`config.mk`:
```
export PLATFORM = sky130hd
export DESIGN_NAME = turf_event_ctrl_initiator
export DESIGN_NICKNAME = d
export VERILOG_FILES = /design/src/rtl/turf_event_ctrl_pkg.sv /design/src/rtl/ctrl_timeout_ctr.sv /design/src/rtl/turf_event_ctrl_initiator.sv
export SDC_FILE = /design/constraint.sdc
export NUM_CORES = 1
export LEC_CHECK = 0
export CAP_MARGIN = 25
export CORE_AREA = 4 4 181 183
export CTS_CLUSTER_DIAMETER = 40
export DETAILED_ROUTE_END_ITERATION = 6
export DIE_AREA = 0 0 185 187
export SLEW_MARGIN = 10
export SYNTH_ARGS = -nofsm -noshare
export SYNTH_HDL_FRONTEND = slang
export SYNTH_SLANG_ARGS = --single-unit
```
`constraint.sdc`:
```
create_clock -name aclk -period 3.8 [get_ports aclk]
set_clock_uncertainty 0.05 [all_clocks]
set_input_delay 0.76 -clock aclk [delete_from_list [all_inputs] [get_ports aclk]]
set_output_delay 0.76 -clock aclk [all_outputs]
set_load 0.005 [all_outputs]
```
`src/rtl/turf_event_ctrl_pkg.sv`:
```
// rtl/turf_event_ctrl_pkg.sv - shared constants and types for the TURF event control UDP protocol
package turf_event_ctrl_pkg;

    // Command codes: two ASCII characters, first character in [15:8]
    localparam logic [15:0] CMD_OP = 16'h4F50;
    localparam logic [15:0] CMD_CL = 16'h434C;
    localparam logic [15:0] CMD_ID = 16'h4944;
    localparam logic [15:0] CMD_PR = 16'h5052;
    localparam logic [15:0] CMD_PW = 16'h5057;

    // Every control packet carries exactly one qword of payload
    localparam logic [15:0] CTRL_UDP_LEN = 16'd16;

    // UDP header word layout: {ip, port, length}
    localparam int HDR_IP_LSB   = 32;
    localparam int HDR_PORT_LSB = 16;
    localparam int HDR_LEN_LSB  = 0;

    typedef enum logic [1:0] {
        ST_OK      = 2'd0,
        ST_TIMEOUT = 2'd1
    } ctrl_status_e;

endpackage

```
`src/rtl/ctrl_timeout_ctr.sv`:
```
// rtl/ctrl_timeout_ctr.sv - saturating response timeout counter
//
// Ports:
//   aclk, aresetn : clock, synchronous active-low reset
//   clear         : restart the count at zero (has priority over enable)
//   enable        : advance the count by one this cycle
//   expired       : count has reached TIMEOUT_CYCLES-1; held until clear
module ctrl_timeout_ctr #(
    parameter int TIMEOUT_CYCLES = 1000000
) (
    input  logic aclk,
    input  logic aresetn,
    input  logic clear,
    input  logic enable,
    output logic expired
);

    localparam int W = $clog2(TIMEOUT_CYCLES);
    localparam logic [W-1:0] TERMINAL = W'(TIMEOUT_CYCLES - 1);

    logic [W-1:0] count;

    // Saturates at the terminal value so a timeout seen mid-packet is
    // remembered until the owner is able to act on it.
    always_ff @(posedge aclk) begin
        if (!aresetn) begin
            count <= '0;
        end else if (clear) begin
            count <= '0;
        end else if (enable && !expired) begin
            count <= count + W'(1);
        end
    end

    assign expired = (count == TERMINAL);

endmodule

```
`src/rtl/turf_event_ctrl_initiator.sv`:
```
// rtl/turf_event_ctrl_initiator.sv - client-side initiator for TURF event control UDP commands
//
// Ports:
//   aclk, aresetn        : clock, synchronous active-low reset
//   cmd_*                : one command request (code, 48-bit arg, target ip/port)
//   rsp_valid/data/status: one-cycle completion pulse, response qword, 0=OK 1=TIMEOUT
//   busy                 : high whenever a transaction or drain is in progress
//   m_udphdr_*, m_udpdata_*: outbound UDP header and single-beat payload
//   s_udphdr_*, s_udpdata_*: inbound UDP header and payload beats
module turf_event_ctrl_initiator
    import turf_event_ctrl_pkg::*;
#(
    parameter int TIMEOUT_CYCLES = 1000000,
    parameter int MAX_RETRIES    = 2,
    parameter     CHECK_SOURCE   = "TRUE"
) (
    input  logic        aclk,
    input  logic        aresetn,
    input  logic        cmd_valid,
    output logic        cmd_ready,
    input  logic [15:0] cmd_code,
    input  logic [47:0] cmd_arg,
    input  logic [31:0] cmd_ip,
    input  logic [15:0] cmd_port,
    output logic        rsp_valid,
    output logic [63:0] rsp_data,
    output logic [1:0]  rsp_status,
    output logic        busy,
    output logic [63:0] m_udphdr_tdata,
    output logic        m_udphdr_tvalid,
    input  logic        m_udphdr_tready,
    output logic [63:0] m_udpdata_tdata,
    output logic [7:0]  m_udpdata_tkeep,
    output logic        m_udpdata_tlast,
    output logic        m_udpdata_tvalid,
    input  logic        m_udpdata_tready,
    input  logic [63:0] s_udphdr_tdata,
    input  logic        s_udphdr_tvalid,
    output logic        s_udphdr_tready,
    input  logic [63:0] s_udpdata_tdata,
    input  logic [7:0]  s_udpdata_tkeep,
    input  logic        s_udpdata_tlast,
    input  logic        s_udpdata_tvalid,
    output logic        s_udpdata_tready
);

    localparam bit CHECK_SRC = (CHECK_SOURCE == "TRUE");

    typedef enum logic [3:0] {
        S_IDLE,
        S_SEND_HDR,
        S_SEND_DATA,
        S_WAIT_HDR,
        S_READ_DATA,
        S_DRAIN_OK,
        S_DRAIN_W,
        S_DRAIN,
        S_DONE_OK,
        S_DONE_TO
    } state_t;

    state_t      state;
    state_t      to_state;
    logic [63:0] req;
    logic [31:0] tgt_ip;
    logic [15:0] tgt_port;
    logic [3:0]  retry_cnt;
    logic [3:0]  retry_inc;
    logic [63:0] rsp_word;
    logic        retry_ok;
    logic        to_expired;
    logic        src_ok;
    logic        rsp_match;

    // Inbound length field is not needed: payload extent is given by tlast
    logic unused_hdr_len;
    assign unused_hdr_len = &{1'b0, s_udphdr_tdata[HDR_LEN_LSB +: 16]};

    ctrl_timeout_ctr #(
        .TIMEOUT_CYCLES(TIMEOUT_CYCLES)
    ) u_timeout (
        .aclk   (aclk),
        .aresetn(aresetn),
        .clear  (state == S_SEND_DATA && m_udpdata_tready),
        .enable (state == S_WAIT_HDR || state == S_READ_DATA || state == S_DRAIN_W),
        .expired(to_expired)
    );

    // Where a timeout leads: resend the identical packet or give up
    assign retry_ok  = (retry_cnt < 4'(MAX_RETRIES));
    assign retry_inc = {3'b000, retry_ok};
    assign to_state  = retry_ok ? S_SEND_HDR : S_DONE_TO;

    assign src_ok    = !CHECK_SRC ||
                       (s_udphdr_tdata[HDR_IP_LSB +: 32] == tgt_ip &&
                        s_udphdr_tdata[HDR_PORT_LSB +: 16] == tgt_port);
    // The tag lives in arg[47:32]; late replies to an earlier attempt carry
    // the same tag and are accepted.
    assign rsp_match = (s_udpdata_tkeep == 8'hFF) &&
                       (s_udpdata_tdata[63:48] == req[63:48]);

    always_ff @(posedge aclk) begin
        if (!aresetn) begin
            state     <= S_IDLE;
            req       <= '0;
            tgt_ip    <= '0;
            tgt_port  <= '0;
            retry_cnt <= '0;
            rsp_word  <= '0;
        end else begin
            case (state)
                S_IDLE: begin
                    // Inbound traffic wins over a simultaneous command
                    if (s_udphdr_tvalid) begin
                        state <= S_DRAIN;
                    end else if (cmd_valid) begin
                        req       <= {cmd_arg, cmd_code};
                        tgt_ip    <= cmd_ip;
                        tgt_port  <= cmd_port;
                        retry_cnt <= '0;
                        state     <= S_SEND_HDR;
                    end
                end
                S_SEND_HDR: begin
                    if (m_udphdr_tready) state <= S_SEND_DATA;
                end
                S_SEND_DATA: begin
                    if (m_udpdata_tready) state <= S_WAIT_HDR;
                end
                S_WAIT_HDR: begin
                    // A header on the terminal cycle is still taken; the
                    // saturated timer is then acted on at its tlast.
                    if (s_udphdr_tvalid) begin
                        state <= src_ok ? S_READ_DATA : S_DRAIN_W;
                    end else if (to_expired) begin
                        state     <= to_state;
                        retry_cnt <= retry_cnt + retry_inc;
                    end
                end
                S_READ_DATA: begin
                    if (s_udpdata_tvalid) begin
                        if (rsp_match) begin
                            rsp_word <= s_udpdata_tdata;
                            state    <= s_udpdata_tlast ? S_DONE_OK : S_DRAIN_OK;
                        end else if (!s_udpdata_tlast) begin
                            state <= S_DRAIN_W;
                        end else if (to_expired) begin
                            state     <= to_state;
                            retry_cnt <= retry_cnt + retry_inc;
                        end else begin
                            state <= S_WAIT_HDR;
                        end
                    end
                end
                S_DRAIN_OK: begin
                    if (s_udpdata_tvalid && s_udpdata_tlast) state <= S_DONE_OK;
                end
                S_DRAIN_W: begin
                    if (s_udpdata_tvalid && s_udpdata_tlast) begin
                        if (to_expired) begin
                            state     <= to_state;
                            retry_cnt <= retry_cnt + retry_inc;
                        end else begin
                            state <= S_WAIT_HDR;
                        end
                    end
                end
                S_DRAIN: begin
                    if (s_udpdata_tvalid && s_udpdata_tlast) state <= S_IDLE;
                end
                S_DONE_OK, S_DONE_TO: begin
                    state <= S_IDLE;
                end
                default: begin
                    state <= S_IDLE;
                end
            endcase
        end
    end

    // All outputs decode the state register; nothing reaches them combinationally
    // from the inbound side except cmd_ready's inbound-priority gate.
    assign cmd_ready        = aresetn && (state == S_IDLE) && !s_udphdr_tvalid;
    assign busy             = (state != S_IDLE);
    assign rsp_valid        = (state == S_DONE_OK) || (state == S_DONE_TO);
    assign rsp_status       = (state == S_DONE_TO) ? ST_TIMEOUT : ST_OK;
    assign rsp_data         = (state == S_DONE_OK) ? rsp_word : 64'd0;

    assign m_udphdr_tvalid  = (state == S_SEND_HDR);
    assign m_udphdr_tdata   = {tgt_ip, tgt_port, CTRL_UDP_LEN};
    assign m_udpdata_tvalid = (state == S_SEND_DATA);
    assign m_udpdata_tdata  = req;
    assign m_udpdata_tkeep  = 8'hFF;
    assign m_udpdata_tlast  = 1'b1;

    assign s_udphdr_tready  = (state == S_IDLE) || (state == S_WAIT_HDR);
    assign s_udpdata_tready = (state == S_READ_DATA) || (state == S_DRAIN_OK) ||
                              (state == S_DRAIN_W)   || (state == S_DRAIN);

endmodule

```
==> flow_summary.json, run 1 <==
{
  "total_power_mw": 7.433,
  "worst_setup_path_end_kind": "primary output",
  "cts.sinks": 204,
  "hp-class": "reg2reg",
  "drt-total-wl_um": 32640,
  "grt_max_degree": 83,
  "viasPerCell": 4.469,
  "postCtsHoldBufs": 0,
  "ys_warn_count": 0,
  "synth_cells": 1096,
  "antenna_left": 0,
  "synth-edff-count": 0,
  "synth_top_area_share_pct": 43.04,
  "max_slew_margin_pct": 44.66,
  "grt_pass1_wl_um": 49400,
  "status": "completed",
  "fin_tns_setup_ps": 0,
  "row_count": 65,
  "hold_viol": 0,
  "cts_resized": 0,
  "worstSetupPathType": "reg2out",
  "synth-seq-area-share_pct": 43.04,
  "synth.distinct_cells": 46,
  "r2r_cells": 6,
  "synthArstFlopShare_pct": 0,
  "die_h_um": 187,
  "area_growth_pct": 62.47,
  "antenna_found_initial": 3,
  "crit_chain": "buf_4, nor3b_1, nor2b_4, buf_12, and2_1, clkdlybuf4s50_1",
  "final_area_mm2": 0.01541,
  "clk_latency_ps": 500,
  "fin_crit_ps": 3367,
  "p_leak_nw": 5.541,
  "reg2reg_slack_ps": 1130,
  "synth.top_cells.by_area": "dfxtp_1 43%, nand2_1 9.5%, a21boi_0 7.8%",
  "required_ps": 2990,
  "die-area_mm2": 0.03460,
  "cp.arrival_ps": 2560,
  "r2r_start": "state[0]$_SDFFE_PN0P_",
  "cts_buffer_depth": 3,
  "setup_viol": 0,
  "place_area_mm2": 0.01410,
  "cts_tree": "done",
  "io_pins": 466,
  "final.period_utilization_pct": 88.60,
  "layout-drive-gt1-share_pct": 6.128,
  "wl_per_cell_um": 16.84,
  "cts_max_level": 2,
  "start_util_pct": 30.38,
  "rsz0062_at_grt": "no",
  "grt_overflow": 0,
  "tightest_slew_ps": 830.1,
  "portBuffers": 423,
  "clock_tree.root_cell": "clkbuf_16",
  "grt_pass1_vias": 8566,
  "min-delay-start": "m_udpdata_tdata[30]$_SDFFE_PN0P_",
  "numCtsBuffers": 37,
  "nNetsFinal": 1766,
  "avgSynthCellArea_um2": 8.657,
  "worst-path-max-fanout": 64,
  "ys_ff_latch": 204,
  "vdd_ir_drop_max_mv": 0.3068,
  "final_common_cell": "clkdlybuf4s50_1",
  "crit_path_start_kind": "register",
  "dpl.hpwl_um": 24470,
  "ys.flop_type": "dfxtp_1",
  "final_cell_mix": "422 x clkdlybuf4s50_1, 239 x nand2_1, 204 x dfxtp_1",
  "drtIter0Drc": 288,
  "slowest_delay_ps": 560,
  "drc": 0,
  "power_density_mw_per_mm2": 482.2,
  "num_vias": 8660,
  "core_area_mm2": 0.03123,
  "holdPathStages": 2,
  "hold_path_end": "m_udpdata_tdata[30]$_SDFFE_PN0P_",
  "dr.pass1.iters": 4,
  "cpMaxStageDelayCell": "clkdlybuf4s50_1",
  "clkTransAtPathRegs_ps": 50,
  "gp_congestion": 0.8036,
  "fmax_mhz": 297.0,
  "n_fill_cell": 3019,
  "grt_usage_pct": 17.88,
  "die_x_um": 185,
  "slew_violations": 0,
  "cts_setup_buffers": 0,
  "synth.largest_area_cell": "dfxtp_1",
  "r2r_end": "u_timeout.count[19]$_SDFFE_PP0N_",
  "synth_area_mm2": 0.009488,
  "cap_violations": 0
}
sequential cells by signal (all words and copies together), names as in the netlist:
| signal | cells |
|---|---|
| m_udpdata_tdata | 64 |
| rsp_word | 64 |
| tgt_ip | 32 |
| u_timeout.count | 20 |
| tgt_port | 16 |
| retry_cnt | 4 |
| state | 4 |
worst max-delay path, delay by kind of cell (launching register included):
family	cells	cell delay (ps)
buffers and inverters	3	970
flip-flops	1	290
AND/OR/NAND/NOR	3	770
cells in the mapped netlist (6+ instances only):
library cell and n:
mux2i_1 66, buf_2 18, and2_1 68, dfxtp_1 204
inv_1 7, a21boi_1 14, nor3_1 11, a21boi_0 98
nor2_1 29, nand4_1 11, o21ai_0 6, clkbuf_1 52
xor2_1 78, nor4_1 19, nand2_1 239, nor2b_1 67
xnor2_1 7, buf_4 26, nand3_1 17, a21oi_1 9
area by class of cell:
class                      instances  area, um^2  area share, %
inverter                           7       26.28         0.1705
antenna                            2       5.005        0.03247
tap                              402       503.0          3.263
sequential                       204        4084          26.49
clock inverter                    21       272.8          1.769
clock buffer                      45        1039          6.737
timing repair buffer             445        4472          29.01
multi-input combinational        812        5014          32.52
how the worst max path moves through the flow:
| stage | start | end | slack [ps] | cells past startpoint |
|---|---|---|---|---|
| floorplan | state[1]$_SDFFE_PN0P_ | rsp_data[10] | 1280 | 7 |
| global placement | s_udpdata_tdata[57] | rsp_word[22]$_SDFFE_PN0P_ | 570 | 10 |
| detailed placement | s_udpdata_tdata[57] | rsp_word[23]$_SDFFE_PN0P_ | 550 | 10 |
| CTS | state[1]$_SDFFE_PN0P_ | rsp_data[57] | 380 | 6 |
| global route | state[1]$_SDFFE_PN0P_ | rsp_data[57] | 240 | 6 |
| finish | state[1]$_SDFFE_PN0P_ | rsp_data[57] | 430 | 6 |
power by group:
| part | total (mW) | leakage (nW) | internal [mW] | switching, mW |
|---|---|---|---|---|
| clock network | 3.44 | 0.635 | 2.30 | 1.14 |
| logic | 1.53 | 3.25 | 0.819 | 0.714 |
| registers | 2.46 | 1.65 | 2.31 | 0.153 |
through the flow:
stage               hold WS, ps  std cells  util (%)  setup slack (ps)
global route              434.5       1938     49.36             244.6
floorplan                 401.4       1120         -              1281
CTS                       407.5       1936     49.34             378.8
global placement          390.2       1870     45.14             569.5
finish                    402.4       1938     49.36             433.3
detailed placement        402.9       1870     45.14             546.6
metal layers:
| layer | vias to the layer above | track usage, % | routed length (um) |
|---|---|---|---|
| li1 | 4383 | - | - |
| met1 | 3874 | 21.66 | 13600 |
| met2 | 354 | 29.37 | 14830 |
| met3 | 47 | 7.682 | 3552 |
| met4 | 2 | 4.235 | 650 |
| met5 | - | 0 | 8 |
cells by family after synthesis:
| group | count (synthesis) | synth area share, % |
|---|---|---|
| xor gates and xnor gates | 85 | 7.847 |
| and+or+nand+nor | 491 | 25.39 |
| AOI/OAI and AO/OA | 141 | 10.91 |
| DFF | 204 | 43.04 |
| buffers and inverters | 104 | 5.381 |
| adders and majority gates | 3 | 0.3957 |
| other | 2 | 0.07915 |
| muxes | 66 | 6.963 |
No activity file was read; power rests on OpenSTA's default activity.
==> inputs of run 2 (changes only) <==
--- a/config.mk
+++ b/config.mk
@@ -5,7 +5,6 @@
 export SDC_FILE = /design/constraint.sdc
 export NUM_CORES = 1
 export LEC_CHECK = 0
-export CAP_MARGIN = 25
 export CORE_AREA = 4 4 181 183
 export CTS_CLUSTER_DIAMETER = 40
 export DETAILED_ROUTE_END_ITERATION = 6
==> results of run 2 <==
The final DEF is identical to that of run 1; final timing and power are the same.
==> inputs of run 3 (changes only) <==
--- a/config.mk
+++ b/config.mk
@@ -5,10 +5,10 @@
 export SDC_FILE = /design/constraint.sdc
 export NUM_CORES = 1
 export LEC_CHECK = 0
-export CORE_AREA = 4 4 181 183
+export CORE_AREA = 2 2 179 181
 export CTS_CLUSTER_DIAMETER = 40
 export DETAILED_ROUTE_END_ITERATION = 6
-export DIE_AREA = 0 0 185 187
+export DIE_AREA = 0 0 181 183
 export SLEW_MARGIN = 10
 export SYNTH_ARGS = -nofsm -noshare
 export SYNTH_HDL_FRONTEND = slang
==> flow_summary.json, run 3 (synthesized netlist as in run 1, its figures left out) <==
{
  "status": "completed",
  "fmax_mhz": 294.0,
  "fin_tns_setup_ps": 0,
  "max_slew_margin_pct": 45.39,
  "cpMostUsedCell": "buf_12",
  "clock_tree.root_cell": "clkbuf_16",
  "antenna_left": 0,
  "grt_usage_pct": 18.77,
  "n_fill_cell": 2945,
  "cp.depth": 6,
  "final.period_utilization_pct": 89.52,
  "portBuffers": 423,
  "tightest_slew_ps": 819.2,
  "cts.sinks": 204,
  "slowest_delay_ps": 540,
  "final_util_pct": 49.98,
  "wl_per_cell_um": 16.60,
  "area_growth_pct": 64.51,
  "nNetsFinal": 1771,
  "dr.pass1.iters": 4,
  "multi_input_area_mm2": 0.005014,
  "cp.arrival_ps": 2590,
  "place_area_mm2": 0.01408,
  "power_density_mw_per_mm2": 503.3,
  "rsz0062_at_grt": "no",
  "cap_violations": 0,
  "path_delay_family": "buffers and inverters",
  "regArea_mm2": 0.004084,
  "fin_crit_ps": 3402,
  "layout-drive-gt1-share_pct": 6.736,
  "gp_congestion": 0.8036,
  "num_vias": 8682,
  "numCtsBuffers": 41,
  "final_area_mm2": 0.01561,
  "pre_cts_ws_ps": 652.1,
  "postCtsHoldBufs": 0,
  "critPathLaunch": "state[2]$_SDFFE_PN0P_",
  "crit_end": "rsp_data[60]",
  "reg2reg_slack_ps": 1080,
  "grt_pass1_vias": 8584,
  "cts_setup_buffers": 0,
  "core_area_mm2": 0.03123,
  "grt_pass1_wl_um": 48870,
  "antenna_found_initial": 4,
  "final_cell_mix": "422 x clkdlybuf4s50_1, 239 x nand2_1, 204 x dfxtp_1",
  "clkTransAtPathRegs_ps": 50,
  "grt_overflow": 0,
  "crit_path_start_kind": "register",
  "worst_setup_path_end_kind": "primary output",
  "drc": 0,
  "io_pins": 466,
  "p_leak_nw": 5.642,
  "die_x_um": 181,
  "setup_viol": 0,
  "hold_viol": 0,
  "clk_latency_ps": 510,
  "slew_violations": 0,
  "row_count": 65,
  "die-area_mm2": 0.03312,
  "dpl.hpwl_um": 23940,
  "cts_tree": "done",
  "r2r_cells": 6,
  "layout_setup_ws_ps": 398.1,
  "start_util_pct": 30.38,
  "drt-total-wl_um": 32350,
  "drtIter0Drc": 327,
  "cts_buffer_depth": 3,
  "final_common_cell": "clkdlybuf4s50_1",
  "grt_max_degree": 93,
  "cts_resized": 0,
  "hp-class": "reg2reg",
  "vdd_ir_drop_max_mv": 0.3494,
  "total_power_mw": 7.855,
  "cts_max_level": 2,
  "critPathBufInv": 3,
  "crit_chain": "nor3b_1, nor2b_4, buf_12, buf_12, and2_1, clkdlybuf4s50_1",
  "die_h_um": 183,
  "worstSetupPathType": "reg2out",
  "cpMaxStageDelayCell": "clkdlybuf4s50_1",
  "worst-path-max-fanout": 19,
  "min-delay-start": "m_udpdata_tdata[4]$_SDFFE_PN0P_",
  "required_ps": 2990,
  "viasPerCell": 4.455,
  "r2r_end": "u_timeout.count[19]$_SDFFE_PP0N_",
  "r2r_start": "state[0]$_SDFFE_PN0P_"
}
## run 3: layout make-up
type	instances	share of cell area [%]
sequential	204	26.16
multi-input combinational	812	32.12
timing repair buffer	446	28.70
clock buffer	50	7.383
antenna	3	0.04810
clock inverter	25	2.196
tap	402	3.222
inverter	7	0.1683
## run 3: routing by layer
layer | up-vias | GRT usage, % | part of all wire, %
met3 | 52 | 7.446 | 9.9
met2 | 351 | 30.38 | 46
met1 | 3879 | 22.71 | 42
li1 | 4398 | - | -
met5 | - | 0 | 0.040
met4 | 2 | 6.537 | 2.5
## run 3: worst min path at each step
| stage | cells past startpoint | endpoint | slack, ps |
|---|---|---|---|
| floorplan | 2 | m_udpdata_tdata[30]$_SDFFE_PN0P_ | 400 |
| global placement | 2 | m_udpdata_tdata[4]$_SDFFE_PN0P_ | 390 |
| detailed placement | 2 | m_udpdata_tdata[4]$_SDFFE_PN0P_ | 400 |
| CTS | 2 | m_udpdata_tdata[4]$_SDFFE_PN0P_ | 400 |
| global route | 2 | m_udpdata_tdata[4]$_SDFFE_PN0P_ | 430 |
| finish | 2 | m_udpdata_tdata[4]$_SDFFE_PN0P_ | 400 |
## run 3: worst register-to-register path, stage by stage (launching register included)
cell and delay (ps):
dfxtp_1 760, nand3b_1 270, a211o_1 380, nor4_1 670
and3_1 280, xnor2_1 120, nor2_1 50
## run 3: through the flow
stage	hold slack, ps	instances
finish	403.4	1949
global route	426.7	1949
CTS	404.8	1944
detailed placement	397.3	1869
global placement	389.7	1869
floorplan	401.4	1120
## run 3: where the power goes
group          switching (mW)  internal [mW]  leakage (nW)
combinational           0.698          0.811          3.26
sequential              0.171           2.31          1.65
clock                    1.23           2.64         0.728
